File: src/rtl/instr_fetch_ctrl.sv
// Instruction memory loader and fetch sequencer: streams the program image in, then owns the PC.
// Optional feature: define IFETCH_HALT_ON_SYSCALL_EN to halt cleanly on a syscall word (32'h0000_000C).
module instr_fetch_ctrl #(
    parameter int unsigned DEPTH    = 32,
    parameter logic [31:0] RESET_PC = 32'h0000_0000
) (
    input  logic        clk,
    input  logic        rst_n,
    input  logic        load_valid,
    output logic        load_ready,
    input  logic [31:0] load_data,
    input  logic        load_last,
    output logic        mem_we,
    output logic [31:0] mem_waddr,
    output logic [31:0] mem_wdata,
    output logic [31:0] mem_raddr,
    input  logic [31:0] mem_rdata,
    input  logic        stall,
    input  logic        branch_taken,
    input  logic [31:0] branch_target,
    input  logic        jump,
    input  logic [31:0] jump_target,
    output logic [31:0] instr_out,
    output logic        instr_valid,
    output logic [31:0] pc_out,
    output logic [31:0] pc_plus4,
    output logic        halted,
    output logic        fault
);

    localparam int unsigned AW    = $clog2(DEPTH);
    localparam logic [32:0] LIMIT = 33'(DEPTH * 4);

    typedef enum logic [1:0] {
        ST_LOAD,
        ST_RUN,
        ST_HALT
    } state_e;

    state_e          state_q, state_d;
    logic [AW-1:0]   wcnt_q, wcnt_d;
    logic [31:0]     pc_q, pc_d;
    logic            fault_q, fault_d;

    logic [31:0]     target;
    logic            redirect;
    logic            bad_target;
    logic [32:0]     seq_next;
    logic            syscall_hit;

    always_ff @(posedge clk or negedge rst_n) begin
        if (!rst_n) begin
            state_q <= ST_LOAD;
            wcnt_q  <= '0;
            pc_q    <= RESET_PC;
            fault_q <= 1'b0;
        end else begin
            state_q <= state_d;
            wcnt_q  <= wcnt_d;
            pc_q    <= pc_d;
            fault_q <= fault_d;
        end
    end

    // Redirect checks use a 33-bit compare so a huge target cannot alias back into range.
    assign target     = jump ? jump_target : branch_target;
    assign redirect   = jump | branch_taken;
    assign bad_target = (target[1:0] != 2'b00) || ({1'b0, target} >= LIMIT);
    assign seq_next   = {1'b0, pc_q} + 33'd4;

`ifdef IFETCH_HALT_ON_SYSCALL_EN
    assign syscall_hit = (mem_rdata == 32'h0000_000C);
`else
    assign syscall_hit = 1'b0;
`endif

    always_comb begin
        state_d     = state_q;
        wcnt_d      = wcnt_q;
        pc_d        = pc_q;
        fault_d     = fault_q;
        load_ready  = 1'b0;
        mem_we      = 1'b0;
        mem_waddr   = '0;
        mem_wdata   = '0;
        instr_valid = 1'b0;

        case (state_q)
            ST_LOAD: begin
                load_ready = 1'b1;
                if (load_valid) begin
                    mem_we    = 1'b1;
                    mem_waddr = {{(30 - AW){1'b0}}, wcnt_q, 2'b00};
                    mem_wdata = load_data;
                    wcnt_d    = wcnt_q + 1'b1;
                    if (load_last || (wcnt_q == AW'(DEPTH - 1))) begin
                        state_d = ST_RUN;
                        wcnt_d  = '0;
                        pc_d    = RESET_PC;
                    end
                end
            end
            ST_RUN: begin
                instr_valid = !stall;
                if (!stall) begin
                    if (syscall_hit) begin
                        state_d = ST_HALT;
                    end else if (redirect) begin
                        if (bad_target) begin
                            fault_d = 1'b1;
                            state_d = ST_HALT;
                        end else begin
                            pc_d = target;
                        end
                    end else if (seq_next >= LIMIT) begin
                        fault_d = 1'b1;
                        state_d = ST_HALT;
                    end else begin
                        pc_d = seq_next[31:0];
                    end
                end
            end
            ST_HALT: begin
            end
            default: state_d = ST_HALT;
        endcase
    end

    assign mem_raddr = pc_q;
    assign pc_out    = pc_q;
    assign pc_plus4  = pc_q + 32'd4;
    assign instr_out = mem_rdata;
    assign halted    = (state_q == ST_HALT);
    assign fault     = fault_q;

endmodule
File: config.mk
export PLATFORM = sky130hd
export DESIGN_NAME = instr_fetch_ctrl
export DESIGN_NICKNAME = d
export VERILOG_FILES = /design/src/rtl/instr_fetch_ctrl.sv
export SDC_FILE = /design/constraint.sdc
export NUM_CORES = 1
export LEC_CHECK = 0
export BUFFER_PORTS_ARGS = -buffer_cell sky130_fd_sc_hd__buf_2
export CORE_AREA = 4 4 127 129
export CTS_BUF_LIST = sky130_fd_sc_hd__clkbuf_8
export CTS_CLUSTER_DIAMETER = 80
export DETAILED_ROUTE_END_ITERATION = 8
export DIE_AREA = 0 0 131 133
export HOLD_SLACK_MARGIN = 0.08
export SYNTH_ARGS = -nofsm -noshare
export SYNTH_HDL_FRONTEND = slang
export SYNTH_SLANG_ARGS = --single-unit
File: constraint.sdc
create_clock -name clk -period 3.2 [get_ports clk]
set_input_delay 0.8 -clock clk [delete_from_list [all_inputs] [get_ports clk]]
set_output_delay 0.8 -clock clk [all_outputs]
set_load 0.1 [all_outputs]
# --- Yosys cells after proc, flatten, opt, wreduce, memory -nomap -nowiden ---
# Index checks and enable logic that the tools add are counted.
classes:
  shift: 0
  addsub: 3
  n_mux: 27
  div_mod_pow: 0
  n_lt_le_gt_ge: 2
  reduce_logical: 11
  n_mul: 0
  eq_ne: 11
  n_bitwise: 3
op_table:
  columns: ["operator", "n"]
  rows:
  - ["32-bit two-way mux", 10]
  - ["32-bit case mux with 2 select lines", 1]
  - ["32-bit by 3-bit adder with 33-bit output, second input constant", 1]
  - ["33-bit by 8-bit >= comparator with 1-bit output, second input constant", 1]
  - ["32-bit by 3-bit adder with 32-bit output, second input constant", 1]
  - ["32-bit by 8-bit >= comparator with 1-bit output, second input constant", 1]
  - ["2-bit two-way mux", 6]
  - ["3-bit != test, second input constant", 4]
  - ["6-bit AND reduction", 2]
  - ["1-bit two-way mux", 7]
  - ["7-bit two-way mux", 1]
  - ["2-bit != test, second input constant", 3]
  - ["2-bit case mux with 3 select lines", 1]
  - ["2-bit nonzero test", 3]
  - ["5-bit by 1-bit adder with 5-bit output, second input constant", 1]
  - ["5-bit equality test, second input constant", 1]
  - ["5-bit two-way mux", 1]
  - ["4-bit AND reduction", 1]
  - ["2-bit by 1-bit equality test with 1-bit output, second input constant", 1]
  - ["2-bit equality test, second input constant", 1]
  - ["2-bit zero test", 1]
  - ["1-bit logical OR", 2]
  - ["2-bit by 1-bit != test with 1-bit output, second input constant", 1]
  - ["1-bit NOT", 2]
  - ["other kinds (3)", 3]
word_totals:
  inputBits: 135
  ramBits: 0
  rom_bits: 0
  register_bits: 40
  out_inout_bits: 197
  n_memories: 0
  latch_bits: 0

# --- Logic depth before layout (Yosys ltp) ---
logic_depth:
  ltp_word: 7
  mapped_depth: 10
  ltp_nobuf: 9

# --- Worst setup path after synthesis ---
# OpenSTA, ideal clock, no wires.
synth_path:
  path_type: "register to register"
  startpoint: "reg pc_q[2], in the netlist mem_raddr[2]"
  endpoint: "reg pc_q[2], in the netlist mem_raddr[2]"
  period_less_slack_ns: 4.774
  setup_time_ns: 0.093
  arrival_ns: 4.681
  required_ns: 3.107
  stages_incl_launch_ff: 11
  slack_ns: -1.574
  cell_sequence: "dfrtp_1 > ha_1 > nand3_1 > nor4_4 > nand4_1 > xnor2_1 > nor4b_1 > a41oi_1 > a21oi_2 > buf_4 > o22ai_1"
synth_between:
  elab_chain_cells: 5
  word_cells_on_any_way: 8
synth_rtl:
  columns: ["item", "line_no", "rtl"]
  rows:
  - ["start, declared", "42", "logic [31:0] pc_q, pc_d;"]
  - ["start signal, assigned", "60", "pc_q <= pc_d;"]
  - ["32-bit by 3-bit adder with 33-bit output *", "69", "assign seq_next = {1'b0, pc_q} + 33'd4;"]
  - ["parallel branches: the longest is 4 deep, another holds 33-bit by 8-bit >= comparator with 1-bit output", null, null]
# Mark *: on every way between the ends. The select of a mux whose other input is x is not followed.
# A chain may end at the register's enable or synchronous reset.

# --- Worst setup path after layout ---
layout_path:
  startpoint: "reg pc_q[11], in the netlist mem_raddr[11]"
  endpoint: "out pc_plus4[31]"
layout_between:
  elab_chain_cells: 1
layout_rtl:
  columns: ["item", "line_no", "rtl"]
  rows:
  - ["32-bit by 3-bit adder with 32-bit output", "131", "assign pc_plus4 = pc_q + 32'd4;"]
  - ["end, declared", "26", "output logic [31:0] pc_plus4,"]
# Every way passes these cells.

==> impl_metrics.env <==
export IMPL_setup_viol=0
export IMPL_hp_class="register to register"
export IMPL_route_detailed_drc=0
export IMPL_rsz0062_at_grt="yes"
export IMPL_synth_top_area_cell="dfrtp_1"
export IMPL_core_um2=15000
export IMPL_drt_total_wl_um=13600
export IMPL_dp_hpwl_um=11400
export IMPL_crit_type="register to output pin"
export IMPL_start_kind="register"
export IMPL_dr_pass1_iters=4
export IMPL_grt_pass1_vias=3528
export IMPL_leakage_nw=2.97
export IMPL_syn_inst=446
export IMPL_n_antenna_cell=0
export IMPL_first_iter_violations=143
export IMPL_finalCriticalPeriod_ps=3130
export IMPL_clk_path_buf_depth=2
export IMPL_fin_ws_ps=69.7
export IMPL_dp_slack_ps=136
export IMPL_ys_top_cells_by_count="buf_4 (96), dfrtp_1 (40), and2_1 (38)"
export IMPL_post_drt_wl_per_cell_um=16.7
export IMPL_io_buffer_count=240
export IMPL_slew_headroom=0.385
export IMPL_synth_cell_types=46
export IMPL_final_layout_size_suffix_gt1_frac=0.554
export IMPL_antenna_found_initial=1
export IMPL_synth_top_cell_area_share=0.277
export IMPL_cts_buffers=5
export IMPL_whs_ps=508
export IMPL_cp_data_required_time_ps=2400
export IMPL_via_per_inst=4.43
export IMPL_hold_viol_final=0
export IMPL_synth_ff_type="dfrtp_1"
export IMPL_synth_most_common_cell="buf_4"
export IMPL_htree_levels=2
export IMPL_syn_avg_cell_area_um2=8.11
export IMPL_fmax_mhz=319
export IMPL_synth_async_reset_ratio=1.00
export IMPL_crit_path_max_fanout=10
export IMPL_vias=3598
export IMPL_clk_latency_ps=290
export IMPL_seq_area_frac_synth=0.277
export IMPL_tightest_slew_ps=923
export IMPL_ir_drop_mv=0.316
export IMPL_die_area_um2=17400
export IMPL_clk_pin_slew_worst_paths_ps=90
export IMPL_place_gp_congestion=0.911
export IMPL_yosysWarnings=0
export IMPL_dieWidth_um=131
export IMPL_synth_edf_count=0
export IMPL_status="complete, no violations"
export IMPL_netlist_area_um2=3620
export IMPL_cts_sinks=40
export IMPL_io_pins=332
export IMPL_cts_tree="built"
export IMPL_power_density_nw_per_um2=409
export IMPL_drtAntennaViolNets=0
export IMPL_cap_violations=0
export IMPL_num_nets_final=762
export IMPL_overflow=0
export IMPL_grt_pass1_wl_um=20200
export IMPL_num_rows=45
export IMPL_areaGrowthSynthToFinish_pct=63.5
export IMPL_yosys_top_cells_area="dfrtp_1 (28%), buf_4 (20%), and2_1 (6.6%)"
export IMPL_critPathArrivalTime_ps=2330
export IMPL_finalCritPeriodShare=0.978
export IMPL_grt_max_degree=44
export IMPL_fin_skew_ps=11.6
export IMPL_die_h_um=133
export IMPL_hold_buffers=0
export IMPL_start_util=0.241
export IMPL_track_usage=0.148
export IMPL_endpoint_kind="output pin"
export IMPL_ctsRootBufferMaster="clkbuf_8"
export IMPL_drv_slew=0
export IMPL_ys_ff_latch=40
==> cells by family (layout without fill, tap and decap cells) <==
group,count (synthesis),count (layout),share of synthesized area
buf+inv,127,279,0.233
compound gates,39,39,0.0723
other cells,1,27,0.00104
simple gates,201,201,0.320
flops,40,40,0.277
xor+xnor,31,31,0.0750
fa+ha+maj,4,4,0.0138
mux,3,3,0.00830
==> per-stage QoR <==
step | utilization | instances | total power [mW] | instance area (µm²) | TNS (ps)
after floorplan | - | 472 | 1.84 | 4250 | -1110
after global placement | 0.378 | 790 | 2.01 | 5690 | 0
after detailed placement | 0.378 | 790 | 2.01 | 5690 | 0
after CTS | 0.389 | 803 | 2.45 | 5840 | -6.36
after global routing | 0.394 | 812 | 2.52 | 5920 | -48.9
final | 0.394 | 812 | 2.42 | 5920 | 0
==> layout make-up <==
type / count / area, µm²
flip-flops and latches: 40 / 1060
clock buffers: 5 / 68.8
well taps: 188 / 235
fillers: 1508 / 9120
inverters: 13 / 48.8
multi-input cells: 305 / 2300
clock inverters: 3 / 42.5
repair buffers: 258 / 2160
==> placed cells by master, fill, tap and decap left out, types with 14 or more instances in the layout <==
cell | netlist | final
buf_2 | 5 | 186
nand3_1 | 16 | 14
buf_4 | 96 | 17
dfrtp_1 | 40 | 15
nor2_1 | 29 | 28
nor4_1 | 17 | 17
buf_12 | 0 | 55
nor2b_1 | 25 | 25
nand2_1 | 24 | 23
conb_1 | 1 | 27
and2_1 | 38 | 31
==> report_power, final <==
group / total, mW / switching, mW / leakage, nW / internal, mW
combinational: 1.39 / 1.05 / 2.42 / 0.345
sequential: 0.610 / 0.0604 / 0.498 / 0.550
clock: 0.418 / 0.187 / 0.0541 / 0.231
total: 2.42 / 1.29 / 2.97 / 1.13
==> layer usage <==
metal / vias up / part of all wire / track usage
li1: 1737 / - / -
met2: 163 / 0.52 / 0.262
met1: 1659 / 0.37 / 0.173
met3: 39 / 0.074 / 0.0371
met4: 0 / 0.030 / 0.0474
met5: - / 0 / 0
==> state kept, by name, indices dropped and copies added (netlist names) <==
register	count
fault	1
state_q	2
mem_raddr	32
wcnt_q	5
==> what timing repair did <==
item / 4_1_cts / 5_1_grt
pin swaps: 1 / 4
setup buffers: 5 / 9
gates resized for setup: 1 / 1
setup endpoints to repair: 1 / 45
==> worst max-delay path, cell delays in order, from the launching register on <==
cell and delay (ps):
dfrtp_4 490, nand4_1 170, or4_4 550, nor3_4 170, and4_4 280, xor2_4 170, buf_12 190
==> final timing paths <==
check                      depth (start not counted)           from            end  slack, ps
max                                                6  mem_raddr[11]   pc_plus4[31]         70
min                                                1          fault          fault        510
max reg2reg                                        9  mem_raddr[23]   mem_raddr[5]        300
min reg2reg                                        1          fault          fault        510
max in group asynchronous                          1          rst_n   mem_raddr[5]       1880
min in group asynchronous                          1          rst_n  mem_raddr[13]        630
Power figures use the tool's default switching activity.
